===== config.mk =====
export PLATFORM = sky130hd
export DESIGN_NAME = alu_serial
export DESIGN_NICKNAME = d
export VERILOG_FILES = /design/src/rtl/alu_serial.sv
export SDC_FILE = /design/constraint.sdc
export NUM_CORES = 1
export LEC_CHECK = 0
export CORE_ASPECT_RATIO = 0.6
export CORE_UTILIZATION = 52
export DETAILED_ROUTE_END_ITERATION = 12
export HOLD_SLACK_MARGIN = 0.08
export PLACE_DENSITY = 0.86
export REMOVE_ABC_BUFFERS = 1
export SETUP_SLACK_MARGIN = 0.05
export SLEW_MARGIN = 20
export SYNTH_ARGS = -nofsm -noshare
export SYNTH_HDL_FRONTEND = slang
export SYNTH_SLANG_ARGS = --single-unit
export TNS_END_PERCENT = 1

===== constraint.sdc =====
create_clock -name clk -period 2.7 [get_ports clk]
set_input_delay 0.27 -clock clk [delete_from_list [all_inputs] [get_ports clk]]
set_output_delay 0.27 -clock clk [all_outputs]
set_load 0.01 [all_outputs]

===== src/rtl/alu_serial.sv =====
// Bit-serial ALU sequencer: one alu_1bit slice iterated LSB-first over WIDTH cycles,
// with carry held between bits, followed by a single FINISH cycle that publishes flags.

module alu_1bit (
  input  logic       a,
  input  logic       b,
  input  logic       ainvert,
  input  logic       bnegate,
  input  logic       less,
  input  logic       cin,
  input  logic [1:0] op,
  output logic       result,
  output logic       cout
);
  logic aa, bb, sum;

  assign aa   = a ^ ainvert;
  assign bb   = b ^ bnegate;
  assign sum  = aa ^ bb ^ cin;
  assign cout = (aa & bb) | (aa & cin) | (bb & cin);

  // NOTE: a complete case (or a default assigned first) keeps combinational logic free of latches.
  always_comb begin
    unique case (op)
      2'b00:   result = aa & bb;
      2'b01:   result = aa | bb;
      2'b10:   result = sum;
      default: result = less;
    endcase
  end
endmodule

module alu_serial #(
  parameter int WIDTH = 32
) (
  input  logic             clk,
  input  logic             rst_n,
  input  logic             start,
  input  logic [3:0]       alu_ctl,
  input  logic [WIDTH-1:0] a,
  input  logic [WIDTH-1:0] b,
  output logic             busy,
  output logic             done,
  output logic [WIDTH-1:0] result,
  output logic             zero,
  output logic             overflow
);
  localparam int CW = $clog2(WIDTH);

  typedef enum logic [1:0] {IDLE, RUN, FINISH} state_t;

  state_t           state, state_n;
  logic [WIDTH-1:0] a_q, b_q, shreg;
  logic [3:0]       ctl_q;
  logic [CW-1:0]    cnt;
  logic             carry, cmsb, s_msb;
  logic             last;
  logic [1:0]       slice_op;
  logic             s_res, s_cout;
  logic             ov_n;
  logic [WIDTH-1:0] res_n;

  assign last     = (cnt == CW'(WIDTH-1));
  // SLT runs the slice as a subtract; the less-than bit is fixed up in FINISH.
  assign slice_op = (ctl_q[1:0] == 2'b11) ? 2'b10 : ctl_q[1:0];

  alu_1bit u_slice (
    .a       (a_q[cnt]),
    .b       (b_q[cnt]),
    .ainvert (ctl_q[3]),
    .bnegate (ctl_q[2]),
    .less    (1'b0),
    .cin     (carry),
    .op      (slice_op),
    .result  (s_res),
    .cout    (s_cout)
  );

  assign ov_n  = cmsb ^ carry;
  assign res_n = (ctl_q[1:0] == 2'b11) ? {{(WIDTH-1){1'b0}}, s_msb ^ ov_n} : shreg;

  always_ff @(posedge clk) begin
    if (!rst_n) state <= IDLE;
    else        state <= state_n;
  end

  always_comb begin
    state_n = state;
    busy    = 1'b0;
    done    = 1'b0;
    unique case (state)
      IDLE:   if (start) state_n = RUN;
      RUN: begin
        busy = 1'b1;
        if (last) state_n = FINISH;
      end
      FINISH: begin
        done    = 1'b1;
        state_n = IDLE;
      end
      default: state_n = IDLE;
    endcase
  end

  // NOTE: sequential state uses non-blocking assignments so every register samples pre-edge values.
  always_ff @(posedge clk) begin
    if (!rst_n) begin
      a_q      <= '0;
      b_q      <= '0;
      ctl_q    <= '0;
      cnt      <= '0;
      shreg    <= '0;
      carry    <= 1'b0;
      cmsb     <= 1'b0;
      s_msb    <= 1'b0;
      result   <= '0;
      zero     <= 1'b1;
      overflow <= 1'b0;
    end else begin
      unique case (state)
        IDLE: if (start) begin
          a_q   <= a;
          b_q   <= b;
          ctl_q <= alu_ctl;
          cnt   <= '0;
          shreg <= '0;
          carry <= alu_ctl[2];
        end
        RUN: begin
          carry <= s_cout;
          shreg <= {s_res, shreg[WIDTH-1:1]};
          cnt   <= cnt + CW'(1);
          if (last) begin
            cmsb  <= carry;
            s_msb <= s_res;
          end
        end
        FINISH: begin
          overflow <= ov_n;
          result   <= res_n;
          zero     <= (res_n == '0);
        end
        default: ;
      endcase
    end
  end
endmodule

==> impl_metrics.json, run 1 <==
{
  "pwr-share-clk": 0.481,
  "p_seq_frac": 0.425,
  "grt_overflow": 0,
  "core_um2": 10780,
  "insertedDiodeCount": 0,
  "yosysWarnings": 0,
  "grt_pass1_vias": 5242,
  "crit_path_frequent_cell": "buf_4",
  "syn_inst": 703,
  "power.switching_w": 0.001241,
  "io_buffers": 106,
  "synth_cell_types": 37,
  "avgSynthCellArea_um2": 8.351,
  "pre_cts_ws_ps": -162.3,
  "path_class": "reg2reg",
  "place_congestion": 0.8687,
  "clock_path_buffers": 2,
  "cellLeakagePower_nw": 2.778,
  "p_int_w": 0.004050,
  "hp-class": "in2reg",
  "initial_core_util": 0.5448,
  "cpMaxStageDelayCell": "nor4_2",
  "cp_slowest_stage_delay_ps": 450,
  "ys_ff_latch": 144,
  "rows": 29,
  "die_w_um": 139.2,
  "setup_viol": 2,
  "post-route-min-period_ps": 2781,
  "dieHeight_um": 84.31,
  "tightestPinTransition_ps": 651.0,
  "drtIter0Drc": 497,
  "hold_viol_final": 0,
  "fin_crit_sh": 1.030,
  "drive_gt1_frac": 0.09816,
  "p_comb_frac": 0.095,
  "powerDensity_nw_per_um2": 673.7,
  "crit_required_ps": 3030,
  "netlist_area_um2": 5871,
  "skew_ps": 9.340,
  "area_delta_synth_final_pct": 33.78,
  "hpwl_um": 10490,
  "switching_share": 0.2345,
  "drv_slew": 0,
  "routed_via_density": 5.843,
  "grt_pass1_wl_um": 25870,
  "wl_per_cell_um": 17.92,
  "path_delay_family": "simple AND/OR/NAND/NOR gates",
  "antenna_found_initial": 0,
  "synth_ff_type": "dfxtp_1",
  "power_w": 0.005291,
  "critPathCaptureType": "register",
  "clock_sinks": 144,
  "grt_max_degree": 68,
  "cts_tree": "built",
  "dieArea_um2": 11730,
  "setup_ws_ps": -80.53,
  "max_freq_mhz": 359.6,
  "via_count": 5574,
  "cts-htree-levels": 4,
  "ys_async_sr_fraction": 0,
  "cp_cell_sequence": "buf_6 -> buf_4 -> mux2i_1 -> a22oi_1 -> a21oi_1 -> nor4_2 -> buf_4 -> buf_4 -> xnor2_1 -> ha_1 -> nand2_1 -> o21ai_0 -> o21ai_2 -> nor2_1 -> nor3b_1",
  "yosysTopAreaCell": "dfxtp_1",
  "fin_nets": 878,
  "status": "complete, but fails checks",
  "critical_path_buf_inv_count": 4,
  "cp_max_fo": 6,
  "ios": 107,
  "hold_buffers": 0,
  "ir_worst_vdd_v": 0.0005513,
  "grtUsageTotal": 0.2801,
  "wirelength_um": 17090,
  "antenna_left": 0,
  "firstDrtPassIters": 11,
  "cts_root_buffer": "clkbuf_16",
  "drv_cap": 0,
  "synth.top_cell.area_share": 0.4910,
  "ys_seq_area_frac": 0.4910,
  "violations": "design-rule violations, negative setup slack",
  "drcViolationCount": 5,
  "synth_edf_count": 0,
  "cts-buffers-inserted": 17,
  "clkLatencyLatePin_ps": 420,
  "worstSetupStartpointType": "register",
  "rsz0062_at_grt": "yes",
  "cp.arrival_ps": 3110,
  "synthTopCellsByArea": "dfxtp_1, nand2_1, a21oi_1",
  "max-slew-margin-rel": 0.5660,
  "path_clk_slew_ps": 60
}
==> worst paths after layout <==
path / startpoint / slack [ps] / depth (start not counted) / end
worst min-delay path: b[1] / 400 / 3 / b_q[1]
worst min register to register: a_q[16] / 450 / 2 / a_q[16]
worst max register to register: cnt[1] / -80 / 15 / s_msb
worst max-delay path: cnt[1] / -80 / 15 / s_msb
==> cells in the mapped netlist (all sizes together), types with 3 or more instances <==
| library cell | count |
|---|---|
| nand2b | 5 |
| xnor2 | 4 |
| a22oi | 47 |
| clkbuf | 46 |
| a21boi | 15 |
| nand3 | 38 |
| nor2b | 22 |
| dfxtp | 144 |
| nor2 | 21 |
| nand2 | 182 |
| a21oi | 99 |
| o21ai | 4 |
| buf | 10 |
| nor4 | 9 |
| mux2i | 33 |
| a211oi | 3 |
| ha | 4 |
==> cell usage in the layout (no fill, tap or decap), drive strengths merged, types with 5 or more instances in the layout <==
cell type,n
nand2,182
dfxtp,144
clkdlybuf4s50,106
a21oi,99
a22oi,47
nand3,38
mux2i,33
buf,29
nor2b,22
clkbuf,22
nor2,21
a21boi,15
nor4,9
nand2b,5
inv,5
==> routing by layer <==
| layer | global-route usage | vias to the layer above | routed length, um |
|---|---|---|---|
| li1 | - | 2613 | - |
| met1 | 0.3628 | 2625 | 7315 |
| met2 | 0.4582 | 283 | 7893 |
| met3 | 0.06218 | 53 | 1429 |
| met4 | 0.1121 | 0 | 452 |
| met5 | 0 | - | 0 |
==> through the flow <==
stage	setup TNS, ps	std cells	cell area [um2]	hold slack, ps	util
floorplan	-1667	647	5619	341.8	-
global placement	0	906	6998	450.5	0.6494
detailed placement	-310.2	906	6998	445.6	0.6494
CTS	0	940	7677	395.8	0.7124
global route	-171.9	954	7854	412.7	0.7288
finish	-118.4	954	7854	401.1	0.7288
==> registers in the layout (all words and copies together), names as in the netlist <==
signal,flops
a_q,32
overflow,1
state,2
cmsb,1
ctl_q,4
shreg,32
b_q,32
cnt,5
s_msb,1
zero,1
carry,1
result,32
==> layout make-up <==
cell class	instances	area (um2)
repair buffers	136	1349
fillers	742	2923
flip-flops and latches	144	2888
well taps	139	173.9
clock inverters	11	176.4
inverters	3	11.26
clock buffers	21	470.5
multi-input cells	500	2785
==> logic make-up after synthesis <==
family	synth area share
and+or+nand+nor	0.2114
AOI/OAI and AO/OA	0.1737
DFF	0.4910
buffers and inverters	0.04475
muxes	0.05818
xor gates and xnor gates	0.008951
adders and majority gates	0.01194
==> power by group through the flow <==
| stage | combinational [W] | clock [W] | sequential, W |
|---|---|---|---|
| after floorplan | 0.000230 | 0 | 0.00227 |
| after global placement | 0.000411 | 0 | 0.00229 |
| after detailed placement | 0.000440 | 0 | 0.00229 |
| after CTS | 0.000451 | 0.00255 | 0.00224 |
| after global routing | 0.000535 | 0.00266 | 0.00225 |
| final | 0.000500 | 0.00254 | 0.00225 |
==> tightest hold or removal path, cell delays in order <==
cell	delay (ps)
clkdlybuf4s50_1	400
nand2_1	60
a21oi_1	50
==> timing repair <==
action / 4_1_cts / 5_1_grt
pin swaps: 2 / 10
cloned: 0 / 1
setup buffers: 2 / 13
gates resized for setup: 5 / 18
setup endpoints to repair: 2 / 2
Power figures use the tool's default switching activity.
==> inputs of run 2 (changes only) <==
--- a/config.mk
+++ b/config.mk
@@ -8,6 +8,7 @@
 export CORE_ASPECT_RATIO = 0.6
 export CORE_UTILIZATION = 52
 export DETAILED_ROUTE_END_ITERATION = 12
+export GPL_TIMING_DRIVEN = 0
 export HOLD_SLACK_MARGIN = 0.08
 export PLACE_DENSITY = 0.86
 export REMOVE_ABC_BUFFERS = 1
==> impl_metrics.json, run 2 (same netlist as run 1, synthesis figures left out) <==
{
  "drcViolationCount": 5,
  "hold_ws_ps": 370.9,
  "rr_startpoint": "cnt[1]",
  "grt_pass1_wl_um": 24370,
  "drtIter0Drc": 442,
  "post_dp_cell_area_um2": 6994,
  "crit_required_ps": 3030,
  "antenna_left": 0,
  "drv_cap": 0,
  "rsz0062_at_grt": "yes",
  "layout_common_cells": "nand2_1, dfxtp_1, clkdlybuf4s50_1, a21oi_1, a22oi_1",
  "setup_viol": 0,
  "reg2reg_slack_ps": 30,
  "cts-htree-levels": 4,
  "design_area_um2": 7911,
  "hp-start": "rst_n",
  "cp.arrival_ps": 3000,
  "hold_viol_final": 0,
  "initial_core_util": 0.5448,
  "post-route-min-period_ps": 2666,
  "cp_max_fo": 10,
  "fin_crit_sh": 0.9873,
  "max-slew-margin-rel": 0.5102,
  "cellLeakagePower_nw": 2.743,
  "wl_per_cell_um": 16.45,
  "hold_buffers": 0,
  "critPathCaptureType": "register",
  "io_buffers": 106,
  "routed_via_density": 5.696,
  "cp_cell_sequence": "buf_12 -> mux2i_1 -> a22oi_2 -> a211oi_2 -> nor4_2 -> xor2_1 -> fa_1 -> nand2_1 -> o21ai_2 -> nor2_2 -> nor3b_2",
  "grt_overflow": 0,
  "insertedDiodeCount": 0,
  "clock_path_buffers": 2,
  "final_util": 0.7341,
  "violations": "design-rule violations",
  "dieHeight_um": 84.31,
  "fin_nets": 865,
  "cts_tree": "built",
  "setup_ws_ps": 34.41,
  "whs_path_depth": 2,
  "dieArea_um2": 11730,
  "die_w_um": 139.2,
  "antenna_found_initial": 0,
  "grt_pass1_vias": 5039,
  "via_count": 5360,
  "clock_sinks": 144,
  "drive_gt1_frac": 0.1060,
  "hpwl_um": 9512,
  "worstSetupStartpointType": "register",
  "hold-path-endpoint": "zero",
  "mostFrequentLayoutCell": "nand2_1",
  "path_clk_slew_ps": 60,
  "cpMaxStageDelayCell": "fa_1",
  "clkLatencyLatePin_ps": 410,
  "grt_max_degree": 80,
  "cts_root_buffer": "clkbuf_16",
  "ios": 107,
  "core_um2": 10780,
  "skew_ps": 8.548,
  "drv_slew": 0,
  "ir_worst_vdd_v": 0.0005036,
  "path_class": "reg2reg",
  "r2r_cells": 11,
  "place_congestion": 0.8022,
  "tightestPinTransition_ps": 734.7,
  "pre_cts_ws_ps": -329.1,
  "rows": 29,
  "powerDensity_nw_per_um2": 659.3,
  "max_freq_mhz": 375.2,
  "wirelength_um": 15480,
  "cp_slowest_stage_delay_ps": 560,
  "cts-buffers-inserted": 17,
  "hp-class": "in2reg",
  "reg2reg_to": "s_msb",
  "firstDrtPassIters": 12,
  "grtUsageTotal": 0.2609,
  "area_delta_synth_final_pct": 34.76,
  "status": "complete, but fails checks"
}
-- run 2: final cells by class --
cell class | instances | area (um2)
timing repair buffer | 123 | 1321
fill | 745 | 2865
multi-input combinational | 500 | 2875
sequential | 144 | 2894
clock buffer | 19 | 442.9
inverter | 3 | 18.77
tap | 139 | 173.9
clock inverter | 13 | 185.2
-- run 2: per-layer routing --
layer	up-vias	track usage	wire length [um]
met4	0	0.07172	159
met3	17	0.07302	1104
li1	2584	-	-
met5	-	0	0
met2	189	0.4311	7283
met1	2570	0.3367	6927
-- run 2: worst max-delay path by stage --
stage | startpoint | endpoint | slack [ps]
finish | cnt[1] | s_msb | 30
global route | cnt[1] | s_msb | -50
floorplan | cnt[1] | shreg[31] | -630
global placement | cnt[1] | shreg[31] | -1310
CTS | cnt[0] | s_msb | -140
detailed placement | cnt[0] | shreg[31] | -330
-- run 2: power breakdown --
part	switching [W]	leakage [nW]	total (W)	internal (W)
Sequential	0.0000461	1.17	0.00224	0.00219
Clock	0.000907	0.292	0.00248	0.00157
Combinational	0.000267	1.28	0.000501	0.000235
Total	0.00122	2.74	0.00522	0.00400
-- run 2: critical path, delay by kind of cell, from the launching register on --
family	cells	cell delay, ps
compound gates	3	550
xor+xnor	1	210
fa+ha+maj	1	560
buf+inv	1	160
flops	1	430
mux	1	240
simple gates	4	440
-- run 2: what timing repair did --
| item | in CTS | in global routing |
|---|---|---|
| gates cloned | 0 | 2 |
| setup buffers | 3 | 7 |
| pin swaps | 0 | 15 |
| resized for setup | 9 | 28 |
| setup endpoints to repair | 4 | 4 |
-- run 2: metrics by stage --
step / instances / power [W] / TNS (ps)
floorplan: 647 / 0.002503 / -1667
global placement: 892 / 0.002686 / -117550
detailed placement: 897 / 0.002718 / -686.5
CTS: 932 / 0.005182 / -169.5
global route: 941 / 0.005405 / -74.52
finish: 941 / 0.005216 / 0
